--- src/rtl/uart_sdram_pkg.sv ---
// Shared constants and state encoding for the UART-to-SDRAM command path.
package uart_sdram_pkg;

  localparam logic [7:0] CMD_WR       = 8'h57;
  localparam logic [7:0] CMD_RD       = 8'h52;
  localparam logic [7:0] ACK_BYTE_DEF = 8'h4B;
  localparam int         ADDR_W_DEF   = 24;

  typedef enum logic [2:0] {
    ST_IDLE     = 3'd0,
    ST_ADDR     = 3'd1,
    ST_WDATA    = 3'd2,
    ST_MEM_REQ  = 3'd3,
    ST_RD_WAIT  = 3'd4,
    ST_SEND_HI  = 3'd5,
    ST_SEND_LO  = 3'd6,
    ST_SEND_ACK = 3'd7
  } state_e;

endpackage

--- src/rtl/uart_cmd_ctrl_timeout_cnt.sv ---
// Inter-byte idle counter: cleared by clr, counts while en, flags expiry at TIMEOUT_CYC-1.
module cmd_timeout_cnt #(
  parameter int TIMEOUT_CYC = 50_000
) (
  input  logic clk,
  input  logic rst,
  input  logic clr,
  input  logic en,
  output logic expired
);

  localparam logic [15:0] LIMIT = 16'(TIMEOUT_CYC - 1);

  logic [15:0] cnt_q;

  always_ff @(posedge clk or posedge rst) begin
    if (rst) begin
      cnt_q <= '0;
    end else if (clr) begin
      cnt_q <= '0;
    end else if (en && !expired) begin
      cnt_q <= cnt_q + 16'd1;
    end
  end

  assign expired = en && (cnt_q == LIMIT);

endmodule

--- src/rtl/uart_cmd_ctrl.sv ---
// Parses UART byte packets into single-word SDRAM reads/writes and returns
// read data or a write acknowledge byte through the UART transmitter.
module uart_cmd_ctrl
  import uart_sdram_pkg::*;
#(
  parameter int         CLK_FREQ    = 50_000_000,
  parameter int         TIMEOUT_CYC = CLK_FREQ / 1000,
  parameter int         ADDR_W      = ADDR_W_DEF,
  parameter logic [7:0] ACK_BYTE    = ACK_BYTE_DEF
) (
  input  logic              clk,
  input  logic              rst,
  input  logic [7:0]        rx_data,
  input  logic              rx_valid,
  output logic              mem_req,
  output logic              mem_we,
  output logic [ADDR_W-1:0] mem_addr,
  output logic [15:0]       mem_wdata,
  input  logic              mem_ack,
  input  logic [15:0]       mem_rdata,
  input  logic              mem_rvalid,
  output logic [7:0]        tx_data,
  output logic              tx_valid,
  input  logic              tx_ready,
  output logic              busy,
  output logic              err
);

  state_e      state_q, state_d;
  logic        we_q;
  logic [1:0]  byte_cnt_q;
  logic [23:0] addr_sr_q;
  logic [15:0] wdata_sr_q;
  logic [15:0] rdata_q;
  logic        err_q;

  logic        err_d;
  logic        addr_shift;
  logic        wdata_shift;
  logic        rdata_cap;
  logic        we_load;
  logic        rx_phase;
  logic        expired;

  assign rx_phase = (state_q == ST_ADDR) || (state_q == ST_WDATA);

  cmd_timeout_cnt #(
    .TIMEOUT_CYC(TIMEOUT_CYC)
  ) u_timeout (
    .clk    (clk),
    .rst    (rst),
    .clr    (rx_valid || !rx_phase),
    .en     (rx_phase),
    .expired(expired)
  );

  always_ff @(posedge clk or posedge rst) begin
    if (rst) begin
      state_q <= ST_IDLE;
    end else begin
      state_q <= state_d;
    end
  end

  // An arriving byte always wins over a simultaneous timeout.
  always_comb begin
    state_d     = state_q;
    err_d       = 1'b0;
    addr_shift  = 1'b0;
    wdata_shift = 1'b0;
    rdata_cap   = 1'b0;
    we_load     = 1'b0;
    case (state_q)
      ST_IDLE: begin
        if (rx_valid) begin
          if (rx_data == CMD_WR || rx_data == CMD_RD) begin
            state_d = ST_ADDR;
            we_load = 1'b1;
          end else begin
            err_d = 1'b1;
          end
        end
      end
      ST_ADDR: begin
        if (rx_valid) begin
          addr_shift = 1'b1;
          if (byte_cnt_q == 2'd2) begin
            state_d = we_q ? ST_WDATA : ST_MEM_REQ;
          end
        end else if (expired) begin
          state_d = ST_IDLE;
          err_d   = 1'b1;
        end
      end
      ST_WDATA: begin
        if (rx_valid) begin
          wdata_shift = 1'b1;
          if (byte_cnt_q == 2'd1) begin
            state_d = ST_MEM_REQ;
          end
        end else if (expired) begin
          state_d = ST_IDLE;
          err_d   = 1'b1;
        end
      end
      ST_MEM_REQ: begin
        err_d = rx_valid;
        if (mem_ack) begin
          state_d = we_q ? ST_SEND_ACK : ST_RD_WAIT;
        end
      end
      ST_RD_WAIT: begin
        err_d = rx_valid;
        if (mem_rvalid) begin
          rdata_cap = 1'b1;
          state_d   = ST_SEND_HI;
        end
      end
      ST_SEND_HI: begin
        err_d = rx_valid;
        if (tx_ready) state_d = ST_SEND_LO;
      end
      ST_SEND_LO: begin
        err_d = rx_valid;
        if (tx_ready) state_d = ST_IDLE;
      end
      ST_SEND_ACK: begin
        err_d = rx_valid;
        if (tx_ready) state_d = ST_IDLE;
      end
      default: state_d = ST_IDLE;
    endcase
  end

  // Packet registers only move in the receive states, so the request stays stable.
  always_ff @(posedge clk or posedge rst) begin
    if (rst) begin
      we_q       <= 1'b0;
      byte_cnt_q <= '0;
      addr_sr_q  <= '0;
      wdata_sr_q <= '0;
      rdata_q    <= '0;
      err_q      <= 1'b0;
    end else begin
      err_q <= err_d;
      if (we_load) we_q <= (rx_data == CMD_WR);
      if (state_d != state_q) begin
        byte_cnt_q <= '0;
      end else if (addr_shift || wdata_shift) begin
        byte_cnt_q <= byte_cnt_q + 2'd1;
      end
      if (addr_shift)  addr_sr_q  <= {addr_sr_q[15:0], rx_data};
      if (wdata_shift) wdata_sr_q <= {wdata_sr_q[7:0], rx_data};
      if (rdata_cap)   rdata_q    <= mem_rdata;
    end
  end

  always_comb begin
    tx_data = 8'h00;
    case (state_q)
      ST_SEND_HI:  tx_data = rdata_q[15:8];
      ST_SEND_LO:  tx_data = rdata_q[7:0];
      ST_SEND_ACK: tx_data = ACK_BYTE;
      default:     tx_data = 8'h00;
    endcase
  end

  assign mem_req   = (state_q == ST_MEM_REQ);
  assign mem_we    = we_q;
  assign mem_addr  = addr_sr_q[ADDR_W-1:0];
  assign mem_wdata = wdata_sr_q;
  assign tx_valid  = (state_q == ST_SEND_HI) || (state_q == ST_SEND_LO) ||
                     (state_q == ST_SEND_ACK);
  assign busy      = (state_q != ST_IDLE);
  assign err       = err_q;

endmodule
--- config.mk ---
export PLATFORM = sky130hd
export DESIGN_NAME = uart_cmd_ctrl
export DESIGN_NICKNAME = d
export VERILOG_FILES = /design/src/rtl/uart_sdram_pkg.sv /design/src/rtl/uart_cmd_ctrl_timeout_cnt.sv /design/src/rtl/uart_cmd_ctrl.sv
export SDC_FILE = /design/constraint.sdc
export NUM_CORES = 1
export LEC_CHECK = 0
export CAP_MARGIN = 20
export CELL_PAD_IN_SITES_DETAIL_PLACEMENT = 0
export CELL_PAD_IN_SITES_GLOBAL_PLACEMENT = 1
export CORE_UTILIZATION = 36
export DETAILED_ROUTE_END_ITERATION = 12
export GPL_ROUTABILITY_DRIVEN = 0
export HOLD_SLACK_MARGIN = 0.06
export PLACE_DENSITY = 0.82
export RECOVER_POWER = 25
export SYNTH_ARGS = -nofsm -noshare
export SYNTH_HDL_FRONTEND = slang
export SYNTH_SLANG_ARGS = --single-unit
--- constraint.sdc ---
create_clock -name clk -period 2.62 [get_ports clk]
set_input_delay 0.655 -clock clk [delete_from_list [all_inputs] [get_ports clk]]
set_output_delay 0.655 -clock clk [all_outputs]
set_load 0.05 [all_outputs]
== Word-level counts from Yosys, hierarchy flattened ==
Cells that the tools add are included.
Widths: inputs -> output; s select.

* Logic and storage cells: 72
* Register bits: 79
* Memories: 0
* Output and inout bits: 53
* Bits in latches: 0
* RAM bits: 0
* Bits of input ports: 30
* ROM bits: 0

* Add/subtract/negate cells: 2
* Mux-type cells: 32
* Shift operators: 0
* Order comparisons: 0
* Eq/ne operators: 13
* Reduce and logical (&&, ||, !) cells: 17
* Div/mod/pow operators: 0
* Bitwise gates (word level): 0
* Multiply operators: 0

{| class="wikitable"
|+ Operator list
! cell !! number
|-
| $mux 3 || 11
|-
| $mux 16 || 2
|-
| $pmux 8 s3 || 1
|-
| $pmux 3 s7 || 1
|-
| $add 16x1->16 const B || 1
|-
| $eq 16x16->1 const B || 1
|-
| $eq 8x7->1 const B || 2
|-
| $mux 1 || 13
|-
| $eq 3x3->1 const B || 4
|-
| $eq 3x2->1 const B || 2
|-
| $logic_or 1x1->1 || 6
|-
| $mux 2 || 3
|-
| $reduce_or 5->1 || 1
|-
| $reduce_bool 2->1 || 2
|-
| $reduce_or 2->1 || 2
|-
| $eq 3x1->1 const B || 1
|-
| $logic_not 3->1 || 1
|-
| $ne 3x3->1 || 1
|-
| $pmux 1 s3 || 1
|-
| $reduce_bool 3->1 || 1
|-
| $add 2x1->2 const B || 1
|-
| $eq 2x1->1 const B || 1
|-
| $eq 2x2->1 const B || 1
|-
| $logic_and 1x1->1 || 2
|-
| $logic_not 1->1 || 2
|}

== Logic depth before layout (Yosys ltp) ==
* Word-level depth: 8
* Gate-level depth with buffers: 7
* Mapped depth without buffers: 7

== By module ==
From an unflattened synthesis, not the netlist that was laid out.

* Cell total of the unflattened synthesis: 312
* Area, all modules: 3802.4 um^2

{| class="wikitable"
|+ By module, submodules not included
! module !! area each (um^2) !! seq. area each (um^2) !! cells each !! instances
|-
| uart_cmd_ctrl || 2896.5 || 1576.5 || 218 || 1
|-
| cmd_timeout_cnt || 905.9 || 400.4 || 94 || 1
|}

== Least setup slack after synthesis ==
Ideal clock, no wire load.

* Path kind: reg2out
* Start point: register state_q[0]
* End point: output port tx_data[0]
* Buffers on the path: 2
* Cell stages (with the launch flop): 5
* Required time: 1965 ps
* Arrival: 2164 ps
* Path slack: -199 ps
* Cell sequence: dfrtp_1 clkbuf_1 clkbuf_1 o21ai_0 a21boi_0

* Word-level cells in the longest chain between the ends: 2
* Elaborated cells on any way between the ends: 4
* Classes of those cells: eq/ne: 3; mux: 1

{| class="wikitable"
|+ RTL lines
! item !! line !! RTL
|-
| start, declared || uart_cmd_ctrl.sv:29 || <nowiki>state_e state_q, state_d;</nowiki>
|-
| start signal, assigned || uart_cmd_ctrl.sv:61 || <nowiki>state_q <= state_d;</nowiki>
|-
| $eq 3x3->1 || uart_cmd_ctrl.sv:160 || <nowiki>case (state_q)</nowiki>
|-
| $pmux 8 s3 * || uart_cmd_ctrl.sv:160 ||
|-
| end, declared || uart_cmd_ctrl.sv:22 || <nowiki>output logic [7:0] tx_data,</nowiki>
|}

Mark *: on every way between the ends. The rest lies on a longest branch, timed or not.

== Worst setup path in the final report ==
* Start point: register state_q[1]
* End point: output port tx_data[5]

Same word-level chain as after synthesis.

==> run summary <==
count of H-tree levels built during CTS: 3
CTS Hold Buffers Added: 0
worst slack after detailed placement: 0.0695 ns
Routed WL per cell: 14.9 µm
initial cell density of the core: 0.371
mean number of vias per cell: 4.96
hold_ws: 0.515 ns
mean cell area of the mapped netlist: 12.0 µm²
overall overflow remaining after global route: 0
GRT Total Usage: 0.165
wire length on met3: 672 µm
Nets: 423
Buffers on Ports: 82
worst vdd ir: 0.000728 V
antenna-violating nets left: 0
Final setup violation count: 0
critical path startpoint category: register
unrepaired setup endpoints after global routing: no
Post-synth EDFFs: 0
number of instances in the synthesized netlist: 302
slew of the pin with the lowest slew margin: 1.07 ns
status: finished, final reports clean
wire length of the first global-routing pass: 13300 µm
library cell occupying the most area in the post-synthesis netlist: sky130_fd_sc_hd__dfrtp_1
chip width: 102 µm
CTS resizes: 0
clock slew at reported path FFs: 0.09 ns
DRT iter0 DRCs: 55
number of nets produced by synthesis: 335
length of routed met2 wiring: 3660 µm
number of buffers between clock root and the deepest sink: 2
n_diodes: 0
Max transition margin: 0.288
part of the cycle the worst path needs: 0.926
count of maximum capacitance violations: 0
Crit Path Category: register to output port
number of sinks handled by clock tree synthesis: 79
Slew Viols, Final: 0
post-synthesis instance area: 0.00363 mm²
fraction of the yosys area taken by sequential cells: 0.544
dominant combinational cell family by area after synthesis: multiplexers
time the final worst path needs with I/O delays and setup: 2.43 ns
total power: 6060 µW
nature of the critical path endpoint: output port
Unique masters post-synth: 43
wire length the detailed router placed on met1: 3400 µm
maximum number of pins on one net before global-route repair: 80
Area growth syn-to-layout: 36.0%
cell with the most instances after synthesis: sky130_fd_sc_hd__dfrtp_1
worst setup skew after layout: 0.0161 ns
number of antenna violations at the first check in global routing: 0
# Post-CTS Setup Buffers: 0
area fraction in compound gates after synthesis: 0.0765
fraction of synthesized cell area taken by the top area cell type: 0.544
I/O pin total: 83
number of iterations in the first detailed-routing pass: 4
post-detailed-routing wire length: 7840 µm
TritonCTS Buffers: 9
highest metal layer used by the detailed router: met4
die footprint: 0.0105 mm²
largest fanout on the critical path: 5
parity-gate share of the synthesized area counting xor and xnor cells: 0.0338
number of synthesized register bits: 79
most area-consuming cells after synthesis: sky130_fd_sc_hd__dfrtp_1 (54%), sky130_fd_sc_hd__mux2_2 (18%), sky130_fd_sc_hd__nor2_1 (2.2%)
CTS tree: done
Static Leakage: 0.00206 µW
adder-cell share of the synthesized area: 0.0103
mux cell area share after synthesis: 0.180
height of the die: 102 µm
Post-Synth Simple-Gate Area: 0.128
non-filler instance count after layout: 528
via count of the first global-routing pass: 2792
clock root buffer: sky130_fd_sc_hd__clkbuf_8
post-route setup TNS: 0 ns
critical path data arrival time: 1.77 ns
post-detailed-route DRC marker count: 0
layout cells sized above 1: 0.271
total via count in the routed design: 2619
core box area: 0.00977 mm²
final-layout fill cell count: 923
Data required, critical path: 1.97 ns
number of synthesis warnings: 0
maximum achievable frequency: 0.412 GHz
site row count: 36
# placed instances: 512
final worst-path setup slack: 0.193 ns
Worst-Skew Late Latency: 0.37 ns
worst min-delay path category: register to register
total count of hold-check failures in the final report: 0
most numerous cell types in the synthesized netlist: sky130_fd_sc_hd__dfrtp_1 (79), sky130_fd_sc_hd__mux2_2 (57), sky130_fd_sc_hd__nor2_1 (21)
top_reg_cell synth: sky130_fd_sc_hd__dfrtp_1
power per standard cell area: 1230 mW/mm²
fraction of registers with async set or reset after synthesis: 1.00
dpl hpwl: 5410 µm
-- layout by cell type (no fill, tap or decap), drive strengths merged, types with 2 or more instances in the layout --
master,count
a211oi,3
clkinvlp,2
clkbuf,10
nor4bb,2
ha,3
xor2,9
nor4b,2
o21a,2
nor2b,8
or3,2
nor2,21
a31oi,5
a21oi,7
mux2,57
nand4,2
nor4,3
and3,7
nand4b,3
o21ai,13
dfrtp,79
xnor2,5
nand3,9
or4b,2
a21boi,5
buf,24
clkdlybuf4s50,70
inv,11
or4,2
a22oi,4
nand2,11
-- through the flow --
step	cell area [µm²]	util
final	4940	0.505
after global routing	4940	0.505
after CTS	4950	0.507
after detailed placement	4750	0.486
after global placement	4750	0.486
after floorplan	3630	-
-- worst max-delay path, stage by stage (launching register included) --
cell	delay (ns)
sky130_fd_sc_hd__dfrtp_1	0.41
sky130_fd_sc_hd__nor2b_1	0.32
sky130_fd_sc_hd__buf_4	0.21
sky130_fd_sc_hd__a22oi_1	0.08
sky130_fd_sc_hd__nor2b_1	0.22
sky130_fd_sc_hd__buf_12	0.17
-- logic make-up after synthesis --
group | Yosys count
mux | 58
xor+xnor | 14
simple gates | 79
fa+ha+maj | 3
buf+inv | 26
compound gates | 43
flops | 79
-- routing by layer --
layer	up-vias	track usage
met4	0	0.0560
met5	-	0
met1	1284	0.198
met2	76	0.265
li1	1249	-
met3	10	0.0711
-- sequential cells by signal, indices dropped and copies added (netlist names) --
register / flops
u_timeout.cnt_q: 16
rdata_q: 16
err: 1
byte_cnt_q: 2
mem_wdata: 16
mem_addr: 24
state_q: 3
mem_we: 1
-- cell type report --
cell class                      count  area [µm²]  area share
Clock buffer                        9         124      0.0251
Multi-Input combinational cell    197        1570       0.318
Timing Repair Buffer               96         998       0.202
Sequential cell                    79        1980       0.400
Inverter                            7        30.0     0.00608
Clock inverter                      7        72.6      0.0147
Tap cell                          133         166      0.0337
-- worst paths after layout --
check	endpoint	start	slack, ns	cells past startpoint
setup / recovery	tx_data[5]	state_q[1]	0.19	5
max in group asynchronous	u_timeout.cnt_q[4]	rst	0.78	3
min in group asynchronous	mem_wdata[15]	rst	1.14	3
setup reg to reg	byte_cnt_q[0]	u_timeout.cnt_q[4]	0.24	5
hold / removal	mem_wdata[9]	mem_wdata[9]	0.52	1
hold reg to reg	mem_wdata[9]	mem_wdata[9]	0.52	1
-- where the power goes --
group          switching [µW]  internal (µW)
logic                    1900           1310
clock network             518            375
registers                 300           1660
total                    2720           3340
Power figures use the tool's default switching activity.
